===== src/rtl/mem_port_arbiter_pkg.sv =====
// Shared encodings for the memory-port arbiter: FSM states and port ownership.
package mem_port_arbiter_pkg;

    localparam int unsigned STARVE_CNT_W = 3;

    typedef enum logic [1:0] {
        IDLE      = 2'd0,
        ISSUE     = 2'd1,
        WAIT_RESP = 2'd2
    } arb_state_e;

    typedef enum logic [1:0] {
        OWN_NONE = 2'd0,
        OWN_IF   = 2'd1,
        OWN_D    = 2'd2
    } owner_e;

endpackage


===== src/rtl/mem_arb_select.sv =====
// Priority selection between fetch and data ports with a fetch anti-starvation counter.
module mem_arb_select
    import mem_port_arbiter_pkg::*;
#(
    parameter int unsigned STARVE_LIMIT = 4
) (
    input  logic                    if_req_i,
    input  logic                    d_req_i,
    input  logic [STARVE_CNT_W-1:0] starve_cnt_i,
    output logic                    sel_valid_o,
    output owner_e                  sel_owner_o,
    output logic [STARVE_CNT_W-1:0] starve_cnt_o
);

    localparam logic [STARVE_CNT_W-1:0] LIMIT = STARVE_CNT_W'(STARVE_LIMIT);

    always_comb begin
        sel_valid_o  = if_req_i | d_req_i;
        sel_owner_o  = OWN_NONE;
        starve_cnt_o = starve_cnt_i;
        if (if_req_i && d_req_i) begin
            // Data wins contention until fetch has lost LIMIT times in a row.
            if (starve_cnt_i >= LIMIT) begin
                sel_owner_o  = OWN_IF;
                starve_cnt_o = '0;
            end else begin
                sel_owner_o  = OWN_D;
                starve_cnt_o = starve_cnt_i + 1'b1;
            end
        end else if (if_req_i) begin
            sel_owner_o  = OWN_IF;
            starve_cnt_o = '0;
        end else if (d_req_i) begin
            sel_owner_o  = OWN_D;
        end
    end

endmodule


===== src/rtl/mem_port_arbiter.sv =====
// Arbitrates instruction-fetch and load/store ports onto one memory port,
// with a single outstanding transaction.
module mem_port_arbiter
    import mem_port_arbiter_pkg::*;
#(
    parameter int unsigned ADDR_W       = 64,
    parameter int unsigned DATA_W       = 64,
    parameter int unsigned STARVE_LIMIT = 4
) (
    input  logic              clk,
    input  logic              reset,
    input  logic              if_req,
    input  logic [ADDR_W-1:0] if_addr,
    output logic              if_gnt,
    output logic              if_valid,
    output logic [DATA_W-1:0] if_rdata,
    input  logic              d_req,
    input  logic              d_we,
    input  logic [ADDR_W-1:0] d_addr,
    input  logic [DATA_W-1:0] d_wdata,
    output logic              d_gnt,
    output logic              d_valid,
    output logic [DATA_W-1:0] d_rdata,
    output logic              mem_req,
    output logic              mem_we,
    output logic [ADDR_W-1:0] mem_addr,
    output logic [DATA_W-1:0] mem_wdata,
    input  logic              mem_ready,
    input  logic              mem_rvalid,
    input  logic [DATA_W-1:0] mem_rdata,
    output logic              busy
);

    arb_state_e              state_q;
    owner_e                  owner_q;
    logic [STARVE_CNT_W-1:0] starve_cnt_q;
    logic [STARVE_CNT_W-1:0] starve_cnt_d;
    logic                    mem_req_q;
    logic                    mem_we_q;
    logic [ADDR_W-1:0]       mem_addr_q;
    logic [DATA_W-1:0]       mem_wdata_q;
    logic                    sel_valid;
    owner_e                  sel_owner;
    logic                    gnt_fire;
    logic                    rsp_fire;

    mem_arb_select #(
        .STARVE_LIMIT(STARVE_LIMIT)
    ) u_sel (
        .if_req_i    (if_req),
        .d_req_i     (d_req),
        .starve_cnt_i(starve_cnt_q),
        .sel_valid_o (sel_valid),
        .sel_owner_o (sel_owner),
        .starve_cnt_o(starve_cnt_d)
    );

    always_ff @(posedge clk) begin
        if (reset) begin
            state_q      <= IDLE;
            owner_q      <= OWN_NONE;
            starve_cnt_q <= '0;
            mem_req_q    <= 1'b0;
            mem_we_q     <= 1'b0;
            mem_addr_q   <= '0;
            mem_wdata_q  <= '0;
        end else begin
            case (state_q)
                IDLE: begin
                    if (sel_valid) begin
                        owner_q      <= sel_owner;
                        starve_cnt_q <= starve_cnt_d;
                        mem_req_q    <= 1'b1;
                        state_q      <= ISSUE;
                        if (sel_owner == OWN_D) begin
                            mem_we_q    <= d_we;
                            mem_addr_q  <= d_addr;
                            mem_wdata_q <= d_wdata;
                        end else begin
                            mem_we_q    <= 1'b0;
                            mem_addr_q  <= if_addr;
                            mem_wdata_q <= '0;
                        end
                    end
                end
                ISSUE: begin
                    if (mem_ready) begin
                        mem_req_q <= 1'b0;
                        state_q   <= WAIT_RESP;
                    end
                end
                WAIT_RESP: begin
                    if (mem_rvalid) begin
                        owner_q <= OWN_NONE;
                        state_q <= IDLE;
                    end
                end
                default: state_q <= IDLE;
            endcase
        end
    end

    // Handshake strobes follow mem_ready/mem_rvalid in the same cycle.
    assign gnt_fire = (state_q == ISSUE) && mem_ready;
    assign rsp_fire = (state_q == WAIT_RESP) && mem_rvalid;

    assign if_gnt   = gnt_fire && (owner_q == OWN_IF);
    assign d_gnt    = gnt_fire && (owner_q == OWN_D);
    assign if_valid = rsp_fire && (owner_q == OWN_IF);
    assign d_valid  = rsp_fire && (owner_q == OWN_D);
    assign if_rdata = if_valid ? mem_rdata : '0;
    assign d_rdata  = d_valid ? mem_rdata : '0;

    assign mem_req   = mem_req_q;
    assign mem_we    = mem_we_q;
    assign mem_addr  = mem_addr_q;
    assign mem_wdata = mem_wdata_q;
    assign busy      = (state_q != IDLE);

endmodule


===== config.mk =====
export PLATFORM = sky130hd
export DESIGN_NAME = mem_port_arbiter
export DESIGN_NICKNAME = d
export VERILOG_FILES = /design/src/rtl/mem_port_arbiter_pkg.sv /design/src/rtl/mem_arb_select.sv /design/src/rtl/mem_port_arbiter.sv
export SDC_FILE = /design/constraint.sdc
export NUM_CORES = 1
export LEC_CHECK = 0
export BUFFER_PORTS_ARGS = -buffer_cell sky130_fd_sc_hd__buf_2
export CAP_MARGIN = 10
export CORE_AREA = 4 4 202 204
export DETAILED_ROUTE_END_ITERATION = 10
export DIE_AREA = 0 0 206 208
export HOLD_SLACK_MARGIN = 0.02
export PLACE_DENSITY = 0.52
export SYNTH_ARGS = -nofsm -noshare
export SYNTH_HDL_FRONTEND = slang
export SYNTH_SLANG_ARGS = --single-unit

===== constraint.sdc =====
create_clock -name clk -period 2.79 [get_ports clk]
set_input_delay 0.558 -clock clk [delete_from_list [all_inputs] [get_ports clk]]
set_output_delay 0.558 -clock clk [all_outputs]
set_load 0.02 [all_outputs]

==> flow_metrics.env, run 1 <==
export IMPL_final_cell_mix="524 x buf_2, 137 x dfxtp_1, 135 x a21oi_1"
export IMPL_top_layer="met5"
export IMPL_syn_inst=859
export IMPL_dr_pass1_iters=4
export IMPL_wl_met2_mm=20.0
export IMPL_setup_viol=0
export IMPL_die_area_sq_mm=0.0428
export IMPL_ff2ff_path_depth=4
export IMPL_hold_viol_final=0
export IMPL_syn2layout_area_growth_pct=53.3
export IMPL_drive_above_1_share_pct=47.6
export IMPL_initial_utilization_pct=17.9
export IMPL_place_inst=1832
export IMPL_layout_commonest_cell="buf_2"
export IMPL_worstReg2RegEnd="owner_q[1]$_SDFFE_PP0P_"
export IMPL_synth_top_cell_by_area="dfxtp_1"
export IMPL_wl_met3_mm=2.92
export IMPL_crit_path_top_delay_cell="dfxtp_1"
export IMPL_tns_ps=0
export IMPL_drt_wl_total_mm=36.5
export IMPL_multiInputGateArea_sq_mm=0.00383
export IMPL_cts_reportedPaths_clkPinSlew_ps=60
export IMPL_ys_seq_area_share_pct=39.1
export IMPL_status="finished clean"
export IMPL_cts_resized=0
export IMPL_crit_start="state_q[1]$_SDFFE_PP0P_"
export IMPL_grt_use_total_pct=16.0
export IMPL_nets=1591
export IMPL_antenna_found_initial=21
export IMPL_synthTopCellsByArea="dfxtp_1 39%, and2_1 11%, a311oi_2 10%"
export IMPL_drv_cap=0
export IMPL_rsz0062_at_grt="false"
export IMPL_r2r_start="state_q[1]$_SDFFE_PP0P_"
export IMPL_remaining_drc_errors=0
export IMPL_grt_pass1_wl_mm=51.3
export IMPL_cp_data_arrival_time_ps=1910
export IMPL_portBuffers=525
export IMPL_cp_max_fo=65
export IMPL_final_core_util_pct=27.4
export IMPL_fin_worst_skew_ps=7.73
export IMPL_viasPerCell=4.47
export IMPL_wl_per_cell_um=19.5
export IMPL_ff2ff_setup_slack_ps=870
export IMPL_synth_ff_latch_count=137
export IMPL_core_sq_mm=0.0393
export IMPL_crit_path_start_kind="flip-flop"
export IMPL_ir_drop_mv=0.380
export IMPL_holdBufCountCts=0
export IMPL_critPathKind="flip-flop to primary output"
export IMPL_critPathCaptureType="primary output"
export IMPL_p_per_area_mw_per_mm2=559
export IMPL_drv_slew=0
export IMPL_clock_tree_buffer_depth=2
export IMPL_fin_crit_sh_pct=88.5
export IMPL_worst_slew_pin_slew_ps=732
export IMPL_row_count=73
export IMPL_period_minus_slack_ps=2470
export IMPL_syn_area_sq_mm=0.00702
export IMPL_grt_overflow=0
export IMPL_drt_iter0_markers=427
export IMPL_synth_top_area_share_pct=39.1
export IMPL_grt_pass1_vias=7978
export IMPL_fill_cells=4329
export IMPL_insertion_delay_ps=430
export IMPL_crit_chain="nand3b_1 -> nor2_4 -> buf_12 -> and2_1 -> buf_2"
export IMPL_cts_root_buffer="clkbuf_16"
export IMPL_cpPeakStageDelay_ps=450
export IMPL_yosys_warnings=0
export IMPL_gp_congestion=0.848
export IMPL_cp_required_ps=2230
export IMPL_cts_sinks=137
export IMPL_netlist_cell_type_count=27
export IMPL_fmax_ghz=0.405
export IMPL_fin_ws_ps=320
export IMPL_endpoint="if_rdata[47]"
export IMPL_p_leak_uw=0.00519
export IMPL_seqCellArea_sq_mm=0.00274
export IMPL_ant_nets=0
export IMPL_die_w_um=206
export IMPL_cts_tree="yes"
export IMPL_dp_hpwl_mm=28.7
export IMPL_ios=526
export IMPL_synth_avg_cell_area_sq_um=8.17
export IMPL_cts_setup_buffers=0
export IMPL_grt_max_degree=134
export IMPL_dr_total_vias=8352
export IMPL_htreeDepth=4
export IMPL_die_y_um=208
export IMPL_holdWs_ps=388
export IMPL_layout_cells_non_filler=1869
export IMPL_preCtsSetupSlack_ps=592
export IMPL_hold_path_class="input pin to flip-flop"
export IMPL_synth_fp_nets=1124
export IMPL_slew_headroom_pct=51.2
export IMPL_cts_buffers=17
export IMPL_m1WireLength_mm=12.7
[sequential cells by signal, summed over array words and instances, names as in the netlist]
| register | count |
|---|---|
| mem_wdata | 64 |
| owner_q | 2 |
| mem_we | 1 |
| state_q | 2 |
| mem_addr | 64 |
| starve_cnt_q | 3 |
| mem_req | 1 |
[worst min path at each step]
| stage | start | slack, ps | to | cells after the start |
|---|---|---|---|---|
| final | if_addr[8] | 390 | mem_addr[8]$_SDFFE_PP0P_ | 3 |
| after global routing | d_addr[15] | 370 | mem_addr[15]$_SDFFE_PP0P_ | 3 |
| after CTS | if_addr[8] | 340 | mem_addr[8]$_SDFFE_PP0P_ | 3 |
| after detailed placement | mem_req$_SDFFE_PP0P_ | 450 | mem_req$_SDFFE_PP0P_ | 2 |
| after global placement | mem_req$_SDFFE_PP0P_ | 450 | mem_req$_SDFFE_PP0P_ | 2 |
| after floorplan | starve_cnt_q[1]$_SDFFE_PP0P_ | 450 | starve_cnt_q[1]$_SDFFE_PP0P_ | 2 |
[synthesized netlist by cell type]
master	count
dfxtp_1	137
inv_1	2
o32ai_1	2
nand2b_1	4
nor2_4	2
buf_1	9
a311oi_2	49
buf_4	14
nor2_8	1
a21boi_1	1
inv_2	1
ha_1	2
nand3b_1	2
a21bo_1	1
nor2b_1	1
a21oi_1	135
nand4_1	68
a311oi_1	15
o21ai_0	45
clkbuf_1	40
buf_2	36
and2_1	128
or3b_1	2
o21ai_1	21
nand2_1	135
nor2_1	5
or2_1	1
[layer usage]
layer / GRT usage [%] / vias to the layer above
li1: - / 3995
met1: 15.7 / 3904
met2: 31.1 / 391
met3: 4.54 / 58
met4: 5.99 / 4
met5: 0 / -
[where the power goes]
group | leakage [uW] | total, uW | switching, uW | internal (uW)
registers | 0.00113 | 2230 | 95.8 | 2140
logic | 0.00376 | 1400 | 894 | 509
clock network | 0.000295 | 2380 | 907 | 1470
[worst max-delay path: cells and delay by family (launching register included)]
family | cells | cell delay [ps]
and+or+nand+nor | 3 | 620
DFF | 1 | 450
buffers and inverters | 2 | 370
[kinds of logic (layout without fill, tap and decap cells)]
| kind of cell | Yosys count | after routing | synth area share [%] |
|---|---|---|---|
| AOI/OAI and AO/OA | 269 | 269 | 27.2 |
| adders and majority gates | 2 | 2 | 0.356 |
| buffers and inverters | 102 | 582 | 6.84 |
| DFF | 137 | 137 | 39.1 |
| other | 0 | 5 | 0 |
| and+or+nand+nor | 349 | 349 | 26.6 |
[cell type report]
| class | instances | share of cell area, % |
|---|---|---|
| clock inverter | 11 | 1.35 |
| inverter | 3 | 0.105 |
| antenna | 5 | 0.116 |
| timing repair buffer | 547 | 26.9 |
| multi-input combinational | 620 | 35.5 |
| tap | 525 | 6.10 |
| clock buffer | 21 | 4.37 |
| sequential | 137 | 25.5 |
[through the flow]
stage	power (uW)	cell area, sq um
after floorplan	3090	7020
after global placement	3690	10100
after detailed placement	3690	10100
after CTS	6130	10800
after global routing	6300	10800
final	6020	10800
No activity file was read; power rests on OpenSTA's default activity.
==> inputs of run 2 (changes only) <==
--- a/config.mk
+++ b/config.mk
@@ -7,11 +7,13 @@
 export LEC_CHECK = 0
 export BUFFER_PORTS_ARGS = -buffer_cell sky130_fd_sc_hd__buf_2
 export CAP_MARGIN = 10
-export CORE_AREA = 4 4 202 204
+export CORE_AREA = 4 4 200 202
+export CTS_BUF_LIST = sky130_fd_sc_hd__clkbuf_4 sky130_fd_sc_hd__clkbuf_8
 export DETAILED_ROUTE_END_ITERATION = 10
-export DIE_AREA = 0 0 206 208
+export DIE_AREA = 0 0 204 206
 export HOLD_SLACK_MARGIN = 0.02
-export PLACE_DENSITY = 0.52
+export PLACE_DENSITY = 0.53
+export SKIP_CTS_REPAIR_TIMING = 1
 export SYNTH_ARGS = -nofsm -noshare
 export SYNTH_HDL_FRONTEND = slang
 export SYNTH_SLANG_ARGS = --single-unit
==> flow_metrics.env, run 2 (synthesis gave the netlist of run 1 again) <==
export IMPL_rsz0062_at_grt="false"
export IMPL_syn2layout_area_growth_pct=51.0
export IMPL_final_cell_mix="524 x buf_2, 137 x dfxtp_1, 135 x a21oi_1"
export IMPL_drv_slew=0
export IMPL_critPathKind="flip-flop to primary output"
export IMPL_htreeDepth=4
export IMPL_p_per_area_mw_per_mm2=484
export IMPL_drt_wl_total_mm=37.1
export IMPL_p_leak_uw=0.00513
export IMPL_gp_congestion=0.874
export IMPL_grt_pass1_vias=8094
export IMPL_period_minus_slack_ps=2480
export IMPL_die_area_sq_mm=0.0420
export IMPL_setup_viol=0
export IMPL_hold_start="if_addr[20]"
export IMPL_grt_pass1_wl_mm=51.5
export IMPL_drive_above_1_share_pct=48.2
export IMPL_crit_path_start_kind="flip-flop"
export IMPL_cts_reportedPaths_clkPinSlew_ps=90
export IMPL_core_sq_mm=0.0383
export IMPL_fin_worst_skew_ps=11.6
export IMPL_grt_overflow=0
export IMPL_ios=526
export IMPL_cts_root_buffer="clkbuf_8"
export IMPL_whs_path_depth=3
export IMPL_fill_cells=4231
export IMPL_row_count=72
export IMPL_cp_data_arrival_time_ps=1920
export IMPL_status="finished clean"
export IMPL_dr_pass1_iters=5
export IMPL_ir_drop_mv=0.247
export IMPL_fmax_ghz=0.404
export IMPL_die_w_um=204
export IMPL_cp_max_fo=65
export IMPL_ant_nets=0
export IMPL_die_y_um=206
export IMPL_fin_crit_sh_pct=88.8
export IMPL_slew_headroom_pct=52.8
export IMPL_wl_per_cell_um=19.7
export IMPL_cts_sinks=137
export IMPL_fin_ws_ps=313
export IMPL_viasPerCell=4.40
export IMPL_remaining_drc_errors=0
export IMPL_dr_total_vias=8285
export IMPL_preCtsSetupSlack_ps=594
export IMPL_critPathCaptureType="primary output"
export IMPL_r2r_start="state_q[1]$_SDFFE_PP0P_"
export IMPL_total_power_uw=5130
export IMPL_worst_slew_pin_slew_ps=707
export IMPL_cts_buffers=17
export IMPL_hold_path_class="input pin to flip-flop"
export IMPL_insertion_delay_ps=450
export IMPL_drt_iter0_markers=673
export IMPL_layout_commonest_cell="buf_2"
export IMPL_hold_viol_final=0
export IMPL_grt_max_degree=134
export IMPL_grt_use_total_pct=16.4
export IMPL_portBuffers=525
export IMPL_tns_ps=0
export IMPL_antenna_found_initial=33
export IMPL_cts_tree="yes"
export IMPL_dp_hpwl_mm=29.3
export IMPL_ff2ff_path_depth=5
export IMPL_initial_utilization_pct=18.3
export IMPL_drv_cap=0
export IMPL_crit_start="state_q[1]$_SDFFE_PP0P_"
export IMPL_cp_required_ps=2230
export IMPL_nets=1606
export IMPL_clock_tree_buffer_depth=2
-- run 2: changes by cell type in the layout (fill, tap and decap cells not counted), sizes merged --
cell / delta
buf: +15
bufinv: -3
clkbuf: -3
clkinv: +1
clkinvlp: +1
diode: +4
inv: +4
-- run 2: final timing paths --
kind,end,slack [ps]
worst max-delay path,d_rdata[46],310
worst min-delay path,mem_addr[20]$_SDFFE_PP0P_,370
worst max register to register,mem_addr[62]$_SDFFE_PP0P_,960
worst min register to register,mem_req$_SDFFE_PP0P_,470
-- run 2: worst max-delay path, cell delays in order, from the launching register on --
cell and delay, ps:
dfxtp_1 440, nand3b_1 260, nor2_4 200, buf_12 220, and2_1 160, buf_2 170
-- run 2: area by class of cell --
| cell class | count | area, sq um | share of cell area (%) |
|---|---|---|---|
| Inverter | 3 | 11.3 | 0.106 |
| Clock buffer | 18 | 241 | 2.28 |
| Timing Repair Buffer | 562 | 3010 | 28.4 |
| Multi-Input combinational cell | 620 | 3830 | 36.1 |
| Tap cell | 518 | 648 | 6.11 |
| Antenna cell | 9 | 22.5 | 0.212 |
| Clock inverter | 14 | 98.8 | 0.932 |
| Sequential cell | 137 | 2740 | 25.9 |
-- run 2: metal layers --
layer	global-route usage, %	part of all wire, %
met1	16.1	34
met2	31.2	54
met3	4.86	8.0
met4	8.47	3.9
met5	0	0.18
-- run 2: metrics by stage --
stage               instances  hold slack (ps)  area [sq um]  utilization [%]
floorplan                 859              449          7020                -
global placement         1840              447         10200             26.7
detailed placement       1840              458         10200             26.7
CTS                      1872              314         10600             27.6
global route             1880              321         10600             27.7
finish                   1881              367         10600             27.7
-- run 2: power by group --
| part | switching [uW] | leakage, uW | internal [uW] |
|---|---|---|---|
| clock | 870 | 0.000169 | 627 |
| combinational | 895 | 0.00383 | 519 |
| sequential | 89.8 | 0.00113 | 2130 |
| total | 1860 | 0.00513 | 3280 |
